===== config.mk =====
export PLATFORM = sky130hd
export DESIGN_NAME = mips_muldiv_unit
export DESIGN_NICKNAME = d
export VERILOG_FILES = /design/src/rtl/mips_muldiv_unit.sv
export SDC_FILE = /design/constraint.sdc
export NUM_CORES = 1
export LEC_CHECK = 0
export BUFFER_PORTS_ARGS = -buffer_cell sky130_fd_sc_hd__buf_2
export CAP_MARGIN = 20
export CORE_ASPECT_RATIO = 0.7
export CORE_MARGIN = 5
export CORE_UTILIZATION = 55
export DETAILED_ROUTE_END_ITERATION = 6
export HOLD_SLACK_MARGIN = 0.02
export PLACE_DENSITY = 0.78
export SETUP_SLACK_MARGIN = 0.1
export SYNTH_ARGS = -nofsm -noshare
export SYNTH_HDL_FRONTEND = slang
export SYNTH_SLANG_ARGS = --single-unit

===== constraint.sdc =====
create_clock -name clk -period 3.3 [get_ports clk]
set_input_delay 0.495 -clock clk [delete_from_list [all_inputs] [get_ports clk]]
set_output_delay 0.495 -clock clk [all_outputs]
set_load 0.02 [all_outputs]

===== src/rtl/mips_muldiv_unit.sv =====
// Purpose: MIPS HI/LO multiply/divide unit (MULT/MULTU/DIV/DIVU, MTHI/MTLO).
// Latency: DATA_WIDTH+1 cycles start-to-done for mul/div; MTHI/MTLO write at the next edge.
// Backpressure: start is only taken while busy=0; requests during busy are dropped, not queued.
module mips_muldiv_unit #(
  parameter int DATA_WIDTH = 32,
  parameter bit SIGNED_EN  = 1'b1
) (
  input  logic                  clk,
  input  logic                  rst_n,
  input  logic                  start,
  input  logic [2:0]            op,
  input  logic [DATA_WIDTH-1:0] data_in1,
  input  logic [DATA_WIDTH-1:0] data_in2,
  input  logic                  flush,
  output logic                  busy,
  output logic                  done,
  output logic                  div_zero,
  output logic [DATA_WIDTH-1:0] hi,
  output logic [DATA_WIDTH-1:0] lo
);

  localparam int W  = DATA_WIDTH;
  localparam int W2 = 2 * DATA_WIDTH;
  localparam int CW = $clog2(DATA_WIDTH + 1);
  localparam logic [2:0] OP_MTHI = 3'b100;
  localparam logic [2:0] OP_MTLO = 3'b101;

  typedef enum logic [1:0] {S_IDLE, S_RUN, S_FIX} state_t;

  state_t          state_q, state_d;
  logic [W:0]      acc_q, acc_d;     // product high half / partial remainder
  logic [W-1:0]    low_q, low_d;     // multiplier shifting out / dividend in, quotient out
  logic [W-1:0]    b_q;              // multiplicand or divisor magnitude
  logic [CW-1:0]   cnt_q;
  logic            is_div_q, b_zero_q, res_neg_q, rem_neg_q;
  logic            done_q, dz_q;
  logic [W-1:0]    hi_q, lo_q;

  // Request decode: flush in IDLE suppresses any start in the same cycle
  logic            md_req, mv_req, sgn_op, neg1, neg2;
  logic [W-1:0]    mag1, mag2;

  assign md_req = (state_q == S_IDLE) && start && !flush && !op[2];
  assign mv_req = (state_q == S_IDLE) && start && !flush && (op == OP_MTHI || op == OP_MTLO);
  assign sgn_op = SIGNED_EN && !op[0];
  assign neg1   = sgn_op & data_in1[W-1];
  assign neg2   = sgn_op & data_in2[W-1];
  assign mag1   = neg1 ? (~data_in1 + W'(1)) : data_in1;
  assign mag2   = neg2 ? (~data_in2 + W'(1)) : data_in2;

  // One iteration: radix-2 shift-add multiply or restoring divide step
  logic [W:0] mul_sum, div_t, div_diff;
  logic       div_ge;
  always_comb begin
    mul_sum  = acc_q + {1'b0, b_q & {W{low_q[0]}}};
    div_t    = {acc_q[W-1:0], low_q[W-1]};
    div_ge   = (div_t >= {1'b0, b_q});
    div_diff = div_t - {1'b0, b_q};
    if (is_div_q) begin
      acc_d = div_ge ? div_diff : div_t;
      low_d = {low_q[W-2:0], div_ge};
    end else begin
      acc_d = {1'b0, mul_sum[W:1]};
      low_d = {mul_sum[0], low_q[W-1:1]};
    end
  end

  // Sign correction of the magnitude result; divide-by-zero forces an all-ones quotient
  logic [W2-1:0] prod, prod_c;
  logic [W-1:0]  quo_c, rem_c, hi_res, lo_res;
  always_comb begin
    prod   = {acc_q[W-1:0], low_q};
    prod_c = res_neg_q ? (~prod + W2'(1)) : prod;
    quo_c  = res_neg_q ? (~low_q + W'(1)) : low_q;
    rem_c  = rem_neg_q ? (~acc_q[W-1:0] + W'(1)) : acc_q[W-1:0];
    if (is_div_q) begin
      hi_res = rem_c;
      lo_res = b_zero_q ? '1 : quo_c;
    end else begin
      {hi_res, lo_res} = prod_c;
    end
  end

  // FSM state register
  always_ff @(posedge clk or negedge rst_n) begin
    if (!rst_n) state_q <= S_IDLE;
    else        state_q <= state_d;
  end

  // FSM next state: count W iterations in RUN, one fix-up cycle, flush aborts
  always_comb begin
    state_d = state_q;
    case (state_q)
      S_IDLE:  if (md_req) state_d = S_RUN;
      S_RUN:   if (flush) state_d = S_IDLE;
               else if (cnt_q == CW'(1)) state_d = S_FIX;
      S_FIX:   state_d = S_IDLE;
      default: state_d = S_IDLE;
    endcase
  end

  // FSM outputs
  always_comb begin
    busy     = (state_q != S_IDLE);
    done     = done_q;
    div_zero = dz_q;
    hi       = hi_q;
    lo       = lo_q;
  end

  // Datapath: operand capture, iteration, architectural HI/LO and flags
  always_ff @(posedge clk or negedge rst_n) begin
    if (!rst_n) begin
      acc_q     <= '0;
      low_q     <= '0;
      b_q       <= '0;
      cnt_q     <= '0;
      is_div_q  <= 1'b0;
      b_zero_q  <= 1'b0;
      res_neg_q <= 1'b0;
      rem_neg_q <= 1'b0;
      done_q    <= 1'b0;
      dz_q      <= 1'b0;
      hi_q      <= '0;
      lo_q      <= '0;
    end else begin
      done_q <= 1'b0;
      if (md_req) begin
        acc_q     <= '0;
        low_q     <= mag1;
        b_q       <= mag2;
        cnt_q     <= CW'(W);
        is_div_q  <= op[1];
        b_zero_q  <= (data_in2 == '0);
        res_neg_q <= neg1 ^ neg2;
        rem_neg_q <= neg1;
      end
      if (mv_req && !op[0]) hi_q <= data_in1;
      if (mv_req &&  op[0]) lo_q <= data_in1;
      if (state_q == S_RUN && !flush) begin
        acc_q <= acc_d;
        low_q <= low_d;
        cnt_q <= cnt_q - CW'(1);
      end
      if (state_q == S_FIX && !flush) begin
        hi_q   <= hi_res;
        lo_q   <= lo_res;
        done_q <= 1'b1;
        if (is_div_q) dz_q <= b_zero_q;
      end
    end
  end

endmodule


==> results of run 1 <==
layout by cell type, fill, tap and decap left out, types with 18 or more instances in the layout:
| cell type | count |
|---|---|
| nand2_1 | 199 |
| nand2b_1 | 22 |
| a21oi_2 | 19 |
| a211oi_1 | 31 |
| o31ai_1 | 18 |
| a21oi_1 | 138 |
| buf_2 | 136 |
| nor2_1 | 104 |
| inv_1 | 61 |
| or3_1 | 18 |
| a21o_1 | 46 |
| o211ai_1 | 38 |
| o21ai_0 | 155 |
| ha_1 | 58 |
| nor2b_1 | 34 |
| xor2_1 | 86 |
| dfrtp_1 | 173 |
| nor3_1 | 37 |
| mux2i_1 | 62 |
| buf_4 | 142 |
| a32oi_1 | 21 |
| xnor2_1 | 79 |
worst max path at each step:
stage,startpoint,end,slack [ns],cells after the start
after floorplan,low_q[0]$_DFFE_PN0P_,acc_q[28]$_DFFE_PN0P_,0.14,14
after global placement,b_q[0]$_DFFE_PN0P_,acc_q[23]$_DFFE_PN0P_,-0.12,13
after detailed placement,low_q[0]$_DFFE_PN0P_,acc_q[29]$_DFFE_PN0P_,-0.11,14
after CTS,low_q[0]$_DFFE_PN0P_,acc_q[28]$_DFFE_PN0P_,0.05,14
after global routing,low_q[0]$_DFFE_PN0P_,acc_q[31]$_DFFE_PN0P_,-0.01,16
final,low_q[31]$_DFFE_PN0P_,acc_q[28]$_DFFE_PN0P_,0.11,14
synthesized netlist by cell type (all sizes together) (7+ instances only):
library cell and count:
a211o 7, a211oi 32, a21o 46, a21oi 159, a22oi 7, a31oi 11, a32oi 21, and2 7
and3 14, buf 12, clkbuf 94, dfrtp 175, ha 70, inv 66, mux2i 63, nand2 200
nand2b 25, nand3 16, nand4 9, nor2 125, nor2b 38, nor3 38, nor4 16, o211ai 39
o21a 10, o21ai 174, o221ai 11, o31ai 22, o41ai 17, or3 19, or4 16, xnor2 79
xor2 87
power by group through the flow:
stage	logic (mW)	registers [mW]	clock network, mW
global route	10.7	3.66	2.22
global placement	8.75	3.53	0
CTS	9.42	3.54	2.12
floorplan	5.67	3.76	0
finish	10.0	3.58	2.12
detailed placement	8.88	3.56	0
cell families (layout without fill, tap and decap cells):
family	count (synthesis)	count (layout)	synth area share, %
AOI/OAI and AO/OA	598	598	26.3
and+or+nand+nor	544	544	18.4
DFF	175	175	30.1
buffers and inverters	172	391	4.49
xor gates and xnor gates	166	166	9.98
adders and majority gates	72	72	6.28
muxes	65	65	4.48
per-layer routing:
metal  vias to the layer above  GRT usage, %  part of all wire, %
met4                         0          6.70                  1.7
met5                         -             0                    0
li1                       6905             -                    -
met3                        81          10.7                   12
met2                       856          47.6                   42
met1                      7281          50.5                   44
state kept, by name, indices dropped and copies added (netlist names):
register / count
acc_q: 33
state_q: 2
cnt_q: 6
hi: 32
done: 1
low_q: 32
div_zero: 1
lo: 32
b_q: 32
rem_neg_q: 1
is_div_q: 1
b_zero_q: 1
res_neg_q: 1
area by class of cell:
class,count,area share [%]
clock buffer,17,2.41
sequential,175,24.8
clock inverter,15,0.899
inverter,66,1.42
multi-input combinational,1445,56.7
tap,357,2.53
timing repair buffer,293,11.2
stage by stage:
step | setup slack (ns) | instance area, sq um | hold WS [ns] | power (mW)
after global routing | -0.0125 | 17700 | 0.304 | 16.6
after floorplan | 0.138 | 14600 | 0.199 | 9.43
final | 0.114 | 17700 | 0.297 | 15.7
after detailed placement | -0.112 | 16300 | 0.460 | 12.4
after CTS | 0.0548 | 17400 | 0.279 | 15.1
after global placement | -0.124 | 16300 | 0.456 | 12.3
repair_timing:
| action | in CTS | in global routing |
|---|---|---|
| cloned | 1 | 0 |
| endpoints found under the setup margin | 15 | 31 |
| hold buffers | 1 | 0 |
| pin swaps | 34 | 42 |
| setup buffers | 20 | 11 |
| hold endpoints to repair | 34 | 0 |
| gates resized for setup | 66 | 53 |
worst max-delay path: stages (launching register included):
cell and delay [ns]:
dfrtp_1 0.39, inv_2 0.08, ha_1 0.16, inv_1 0.06
fa_2 0.36, a21o_1 0.20, a311o_1 0.37, a21oi_2 0.24
a21oi_4 0.13, a21oi_4 0.18, o31ai_2 0.10, a31oi_2 0.28
buf_4 0.16, xnor2_1 0.07, a211o_1 0.30
==> results.md, run 1 <==
- Syn avg cell area: 8.13 sq um
- Clock Latency Late Sink: approximately 0.45 ns
- Max cap viols: 0
- Multi-input gate area: 0.0100 sq mm
- Min-delay worst type: in -> reg
- Worst Tran Pin Value: 1.04 ns
- Worst-path clk slew: 0.07 ns
- Share of synthesized registers carrying an async set or reset: 100%
- Distinct cells, synth: 82
- DRT Pass-1 Iters: 6
- RSZ-0062 raised after global routing: yes
- Largest net degree at the start of global routing: 85
- GR Overflow Total: 0
- Avg WL per Cell: roughly 22 microns
- CTS Root Cell: clkbuf_16
- Die width: approximately 200 microns
- Combinational Power Share: 63.7%
- Total track usage: 33.6%
- Num Clock Sinks: approximately 180
- WP data required: 3.63 ns
- Register area: about 0.0044 sq mm
- FF-to-FF Start: low_q[31]$_DFFE_PN0P_
- Worst-case clock buffer depth: 2
- Register area share after synthesis: a little under a third
- Inserted Clock Buffers: 17
- EDFF count, synth: 0
- Worst path arrival time: 3.52 ns
- Layout cell share with drive strength beyond 1: 22.4%
- Avg Vias per Cell: 6.39
- Site row count: between 40 and 50
- Cell Area, Synth: 0.0146 sq mm
- VDD IR max: 0.000525 V
- P_leak: 7.97 nW
- Mapped Cells: 1792
- Finished Layout Cells: 2368
- Main synth FF type: dfrtp_1
- Num ports: roughly 140
- Initial antenna violation count: 0
- Crit Path Class: reg -> reg
- Setup crit start kind: flop
- P per Cell Area: 888 mW/mm^2
- RR Endpoint: acc_q[28]$_DFFE_PN0P_
- Clock share of power: between 10% and 20%
- Critical path fanouts, max: 5
- ANT nets after route: 0
- Top post-synthesis cells by area: dfrtp_1, ha_1, o21ai_0, a21oi_1, xor2_1
- Cells after DPL: 2303
- Fin crit share: 96.6%
- Port bufs: 137
- Core Area: 0.0259 sq mm
- H-tree Lvls: 4
- Final min period: 3.19 ns
- Initial Util: a little under three fifths
- Final Hold Fails: 0
- R2r setup slk: 0.11 ns
- Fmax achieved: between 300 and 400 MHz
- Routed vias: 15100
- Initial detailed-routing violation count: 1768
- Dpl hpwl: 38.1 mm
- # DRC: 0
- Routed WL: 52.0 mm
- Util after Layout: 68.3%
- Power share of the sequential group: 22.8%
- RD Place Congestion: 0.990
- Post-synth top area share: 30.1%
- DIE AREA: 0.0299 sq mm
- CTS tree: yes
- NumNets Final: approximately 2100
- Setup TNS: 0 ns
- Vias in the first global route: 14300
- Hold path startpoint: op[1]
- Setup Viol. Count Final: 0
- # diodes: 0
- First-pass GRT wire length: roughly 80 mm
- Yosys reg bits: between 150 and 200
- Post-Syn Nets: 1935
- Hold endpoint: is_div_q$_DFFE_PN0P_
- Count of pins over their slew limit: 0
- Status: complete, no violations
- Area growth syn-to-layout: 21.3%
- Biggest area consumer among synthesized cells: dfrtp_1
- Die Height: 146 microns
- Hold Path Stages: 3
- Internal power: roughly 8 mW
- Fill cells: around 2200
- Synth Warn #: 0
- Reg2Reg Depth: 14
- Worst rel slew slack: 30.7%
- Clk_skew: 0.0178 ns
- Net Sw Frac: 47.8%
- NetSw: 7.51 mW
- CP Capture Type: flop
No activity file was read; power rests on OpenSTA's default activity.
==> run 2: changes to the inputs <==
- PLACE_DENSITY: 0.78 -> 0.87
==> results.md, run 2 (synthesized netlist as in run 1, its figures left out) <==
- H-tree Lvls: 4
- Core Area: 0.0259 sq mm
- Worst Tran Pin Value: 0.944 ns
- RD Place Congestion: 1.04
- VDD IR max: approximately 0.00073 V
- Largest net degree at the start of global routing: 74
- Status: finished, violations left
- Finished Layout Cells: 2367
- Fin crit share: 103%
- Inserted Clock Buffers: 17
- Setup crit start: low_q[0]$_DFFE_PN0P_
- Setup crit start kind: flop
- First-pass GRT wire length: between 80 and 90 mm
- WP data required: 3.60 ns
- Failing checks: setup timing
- Num ports: 138
- # diodes: 0
- Final min period: 3.41 ns
- DP Worst Slack: -0.225 ns
- Setup Viol. Count Final: 4
- Min-delay worst type: in -> async
- # DRC: 0
- Worst rel slew slack: 37.1%
- Initial Util: 56.3%
- Post-layout instance area: 0.0175 sq mm
- Area growth syn-to-layout: 20.2%
- Fin worst setup slack: -0.115 ns
- Avg WL per Cell: 22.3 microns
- FF-to-FF Start: low_q[0]$_DFFE_PN0P_
- Num Clock Sinks: 175
- Site row count: 49
- Critical path fanouts, max: 7
- Fmax achieved: 293 MHz
- Total track usage: 34.0%
- Util after Layout: 67.7%
- Initial antenna violation count: 0
- ANT nets after route: 0
- Commonest non-fill, non-tap cells in the layout: nand2_1, dfrtp_1, o21ai_0, a21oi_1, buf_4
- Vias in the first global route: 14600
- P per Cell Area: approximately 890 mW/mm^2
- Worst Hold Slack: 0.0543 ns
- Worst-path clk slew: 0.07 ns
- Count of pins over their slew limit: 0
- NumNets Final: 2140
- Crit Path Class: reg -> reg
- Final Hold Fails: 0
- P_leak: 7.95 nW
- Avg Vias per Cell: 6.54
- Worst-case clock buffer depth: 2
- Clock Latency Late Sink: 0.45 ns
- DP Area: 0.0164 sq mm
- Setup TNS: -0.309 ns
- Routed WL: 52.8 mm
- Initial detailed-routing violation count: 1951
- GR Overflow Total: 0
- Die width: 205 microns
- Clk_skew: 0.0180 ns
- DRT Pass-1 Iters: 6
- Layout cell share with drive strength beyond 1: approximately a fifth
- Die Height: roughly 150 microns
- DIE AREA: around 0.030 sq mm
- Commonest non-fill, non-tap cell in the layout: nand2_1
- Cells after DPL: 2318
- Reg with most FFs: acc_q
- RSZ-0062 raised after global routing: yes
- Total power: 15.5 mW
- Worst path arrival time: 3.72 ns
- CTS Root Cell: clkbuf_16
- Max cap viols: 0
- Dpl hpwl: 39.0 mm
- Routed vias: 15500
- CP Capture Type: flop
- CTS tree: yes
- Port bufs: approximately 140
- Max FFs per register: 33
## run 2: worst paths after layout
kind                                          to  slack (ns)  cells past startpoint
min                           hi[18]$_DFFE_PN0P_        0.05                      1
max reg2reg                acc_q[29]$_DFFE_PN0P_       -0.11                     15
min reg2reg                   lo[12]$_DFFE_PN0P_        0.48                      1
max                        acc_q[29]$_DFFE_PN0P_       -0.11                     15
max in group asynchronous     lo[21]$_DFFE_PN0P_        2.45                      2
min in group clk            is_div_q$_DFFE_PN0P_        0.31                      3
## run 2: what timing repair did
item	4_1_cts	5_1_grt
pin swaps	28	34
setup endpoints to repair	15	28
setup buffers	8	9
gates resized for setup	40	63
hold buffers	0	0
## run 2: layer usage
layer  global-route usage (%)  vias up  part of all wire (%)
met2                     48.4     1090                    42
li1                         -     6906                     -
met5                        0        -                     0
met3                     8.51      121                    13
met4                     8.60        0                   2.3
met1                     51.5     7359                    43
## run 2: cell type report
cell class,count,area (sq um)
clock buffer,25,485
clock inverter,7,53.8
fill,2119,8360
inverter,66,248
multi-input combinational,1445,9960
sequential,175,4380
tap,357,447
timing repair buffer,292,1940
## run 2: critical path: stages, from the launching register on
cell and delay (ns):
dfrtp_1 0.40, inv_2 0.12, buf_6 0.14, buf_4 0.12
nor2_4 0.04, ha_4 0.16, a21oi_1 0.24, o21ai_1 0.14
nor2b_1 0.15, a2111o_1 0.49, buf_6 0.16, a221o_1 0.36
a21o_1 0.23, a311oi_2 0.24, xor2_1 0.18, o211ai_1 0.10
## run 2: where the power goes
group	switching [mW]	internal [mW]	total [mW]
Clock	0.954	1.03	1.99
Combinational	5.77	4.13	9.90
Sequential	0.790	2.83	3.62
Total	7.52	7.99	15.5
==> run 3: changes to the inputs <==
- ABC_AREA: default -> 1
- CORE_UTILIZATION: 55 -> 56
- clock period: 3.3 -> 3.1 ns (I/O delays scaled with it)
==> results.md, run 3 <==
- Initial Util: a little under three fifths
- Die Height: around 160 microns
- Min-delay worst type: in -> reg
- P per Cell Area: 942 mW/mm^2
- Top post-synthesis cells by area: dfrtp_1, nand2_1, inv_1, nand3_1, o21ai_0
- Post-Syn Nets: 3006
- Routed vias: 21500
- Die width: 220 microns
- VDD IR max: about 0.00051 V
- H-tree Lvls: 4
- # DRC: 23
- Worst rel slew slack: between 20% and 30%
- R2r setup slk: 0.20 ns
- P_leak: 10.0 nW
- Fin crit share: 93.7%
- Setup crit start kind: flop
- Crit Path Class: reg -> reg
- CTS Root Cell: clkbuf_16
- Finished Layout Cells: 3450
- Synth Warn #: 0
- Max cap viols: 0
- Count of pins over their slew limit: 0
- Setup TNS: 0 ns
- RD Place Congestion: around 1.1
- Fin worst setup slack: 0.196 ns
- Num Clock Sinks: 175
- Post-synth top area share: 25.4%
- Fill cells: between 2000 and 3000
- Cell Area, Synth: between 0.015 and 0.02 sq mm
- Vias in the first global route: slightly below 20000
- First-pass GRT wire length: 115 mm
- Layout cell share with drive strength beyond 1: 11.4%
- Cells after DPL: ~3400
- Share of synthesized registers carrying an async set or reset: 100%
- Top-count cell post-synth: nand2_1
- Syn avg cell area: about 6 sq um
- Site row count: 53
- Port bufs: 137
- Routed WL: around 80 mm
- Final min period: 2.90 ns
- Util after Layout: 64.4%
- Failing checks: DRC
- WP data required: 3.51 ns
- # diodes: 0
- Commonest non-fill, non-tap cell in the layout: nand2_1
- Fmax achieved: 344 MHz
- RSZ-0062 raised after global routing: yes
- Avg WL per Cell: 22.7 microns
- Mapped Cells: 2863
- Initial antenna violation count: 3
- Worst Tran Pin Value: 1.06 ns
- Status: finished, violations left
- Area growth syn-to-layout: 12.7%
- Final Hold Fails: 0
- Worst path arrival time: 3.31 ns
- CTS tree: yes
- Clock Latency Late Sink: 0.47 ns
- Worst-path clk slew: 0.09 ns
- Num ports: 138
- Critical path fanouts, max: 26
- NumNets Final: ~3200
- Total track usage: 44.3%
- Worst-case clock buffer depth: 2
- Clk_skew: 0.0226 ns
- Main synth FF type: dfrtp_1
- DP Worst Slack: between 0.03 and 0.04 ns
- Initial detailed-routing violation count: 3604
- Core Area: 0.0302 sq mm
- Multi-input gate area: about 0.011 sq mm
- Avg Vias per Cell: between 6 and 7
- Commonest non-fill, non-tap cells in the layout: nand2_1, inv_1, nor2_1, nand3_1, o21ai_0
- Commonest cells post-synth: nand2_1, inv_1, nor2_1
- Setup Viol. Count Final: 0
- DIE AREA: ~0.034 sq mm
- DRT Pass-1 Iters: 7
- Dpl hpwl: between 60 and 70 mm
- CP Capture Type: flop
- Yosys reg bits: about 180
- GR Overflow Total: 0
- Biggest area consumer among synthesized cells: dfrtp_1
- Reg with most FFs: acc_q
- ANT nets after route: 0
- Register area share after synthesis: 25.4%
- Largest net degree at the start of global routing: 90
- Max FFs per register: 33
- Distinct cells, synth: 52
- Register area: ~0.0044 sq mm
- Inserted Clock Buffers: 17
- EDFF count, synth: 0
[run 3: changes by cell type after synthesis, sizes merged, moves of 42 or more]
cell,delta
o21ai,+79
inv,+308
a21o,-44
nand3,+249
mux2i,-63
nor2,+160
xor2,-54
xnor2,-64
nand2,+681
nand4,+42
[run 3: what timing repair did]
| item | 4_1_cts | 5_1_grt |
|---|---|---|
| setup endpoints to repair | 2 | 22 |
| pin swaps | 0 | 2 |
| hold buffers | 1 | 0 |
| buffers inserted | 0 | 1 |
| endpoints found under the hold margin | 40 | 0 |
| gates cloned | 0 | 1 |
| gates resized for setup | 2 | 8 |
[run 3: final cells by class]
class	instances	area share (%)
multi-input combinational	2222	57.0
sequential	175	22.5
timing repair buffer	233	7.64
inverter	376	7.26
tap	412	2.65
clock buffer	17	2.19
clock inverter	15	0.747
[run 3: per-stage QoR]
stage	hold slack, ns	instance area (sq um)	power (mW)
after global routing	0.281	19400	19.2
after floorplan	0.169	17200	11.1
final	0.265	19400	18.3
after CTS	0.264	19400	17.5
after detailed placement	0.440	18800	15.3
after global placement	0.429	18800	15.1
[run 3: power by group]
group          switching [mW]  internal, mW  leakage, nW  total (mW)
combinational            8.43          3.78         7.62        12.2
clock                    1.16          1.08        0.285        2.23
sequential              0.891          2.97         2.10        3.86
total                    10.5          7.83         10.0        18.3
[run 3: logic make-up (layout without fill, tap and decap cells)]
group           after synthesis  after routing  synth area share, %
compound gates              523            523                 16.9
xor+xnor                     48             48                 2.44
fa+ha+maj                    72             72                 5.31
buf+inv                     467            641                 10.6
flops                       175            175                 25.4
simple gates               1578           1579                 39.3
[run 3: final timing paths]
kind,cells past startpoint,to,start
worst max register to register,15,acc_q[30]$_DFFE_PN0P_,b_q[5]$_DFFE_PN0P_
worst min register to register,2,hi[17]$_DFFE_PN0P_,hi[17]$_DFFE_PN0P_
worst max-delay path,15,acc_q[30]$_DFFE_PN0P_,b_q[5]$_DFFE_PN0P_
min in group asynchronous,2,b_q[25]$_DFFE_PN0P_,rst_n
max in group asynchronous,3,lo[16]$_DFFE_PN0P_,rst_n
worst min-delay path,3,is_div_q$_DFFE_PN0P_,op[1]
[run 3: metal layers]
metal / global-route usage [%] / vias up / share of wire, %
met5: 3.19 / - / 0.16
li1: - / 9674 / -
met2: 55.2 / 1731 / 36
met3: 27.4 / 185 / 20
met4: 9.71 / 10 / 2.7
met1: 63.7 / 9905 / 41
[run 3: worst max-delay path, stage by stage (launching register included)]
cell and delay [ns]:
dfrtp_1 0.50, inv_1 0.08, ha_1 0.40, nand2_1 0.14, nor2_1 0.18, nand2_1 0.12
nor2_1 0.10, nand3_1 0.14, nand3_2 0.12, nor2_4 0.05, nand2_4 0.28, buf_12 0.21
nand3_1 0.24, nand3_1 0.17, nand2_1 0.06, nand2_1 0.05
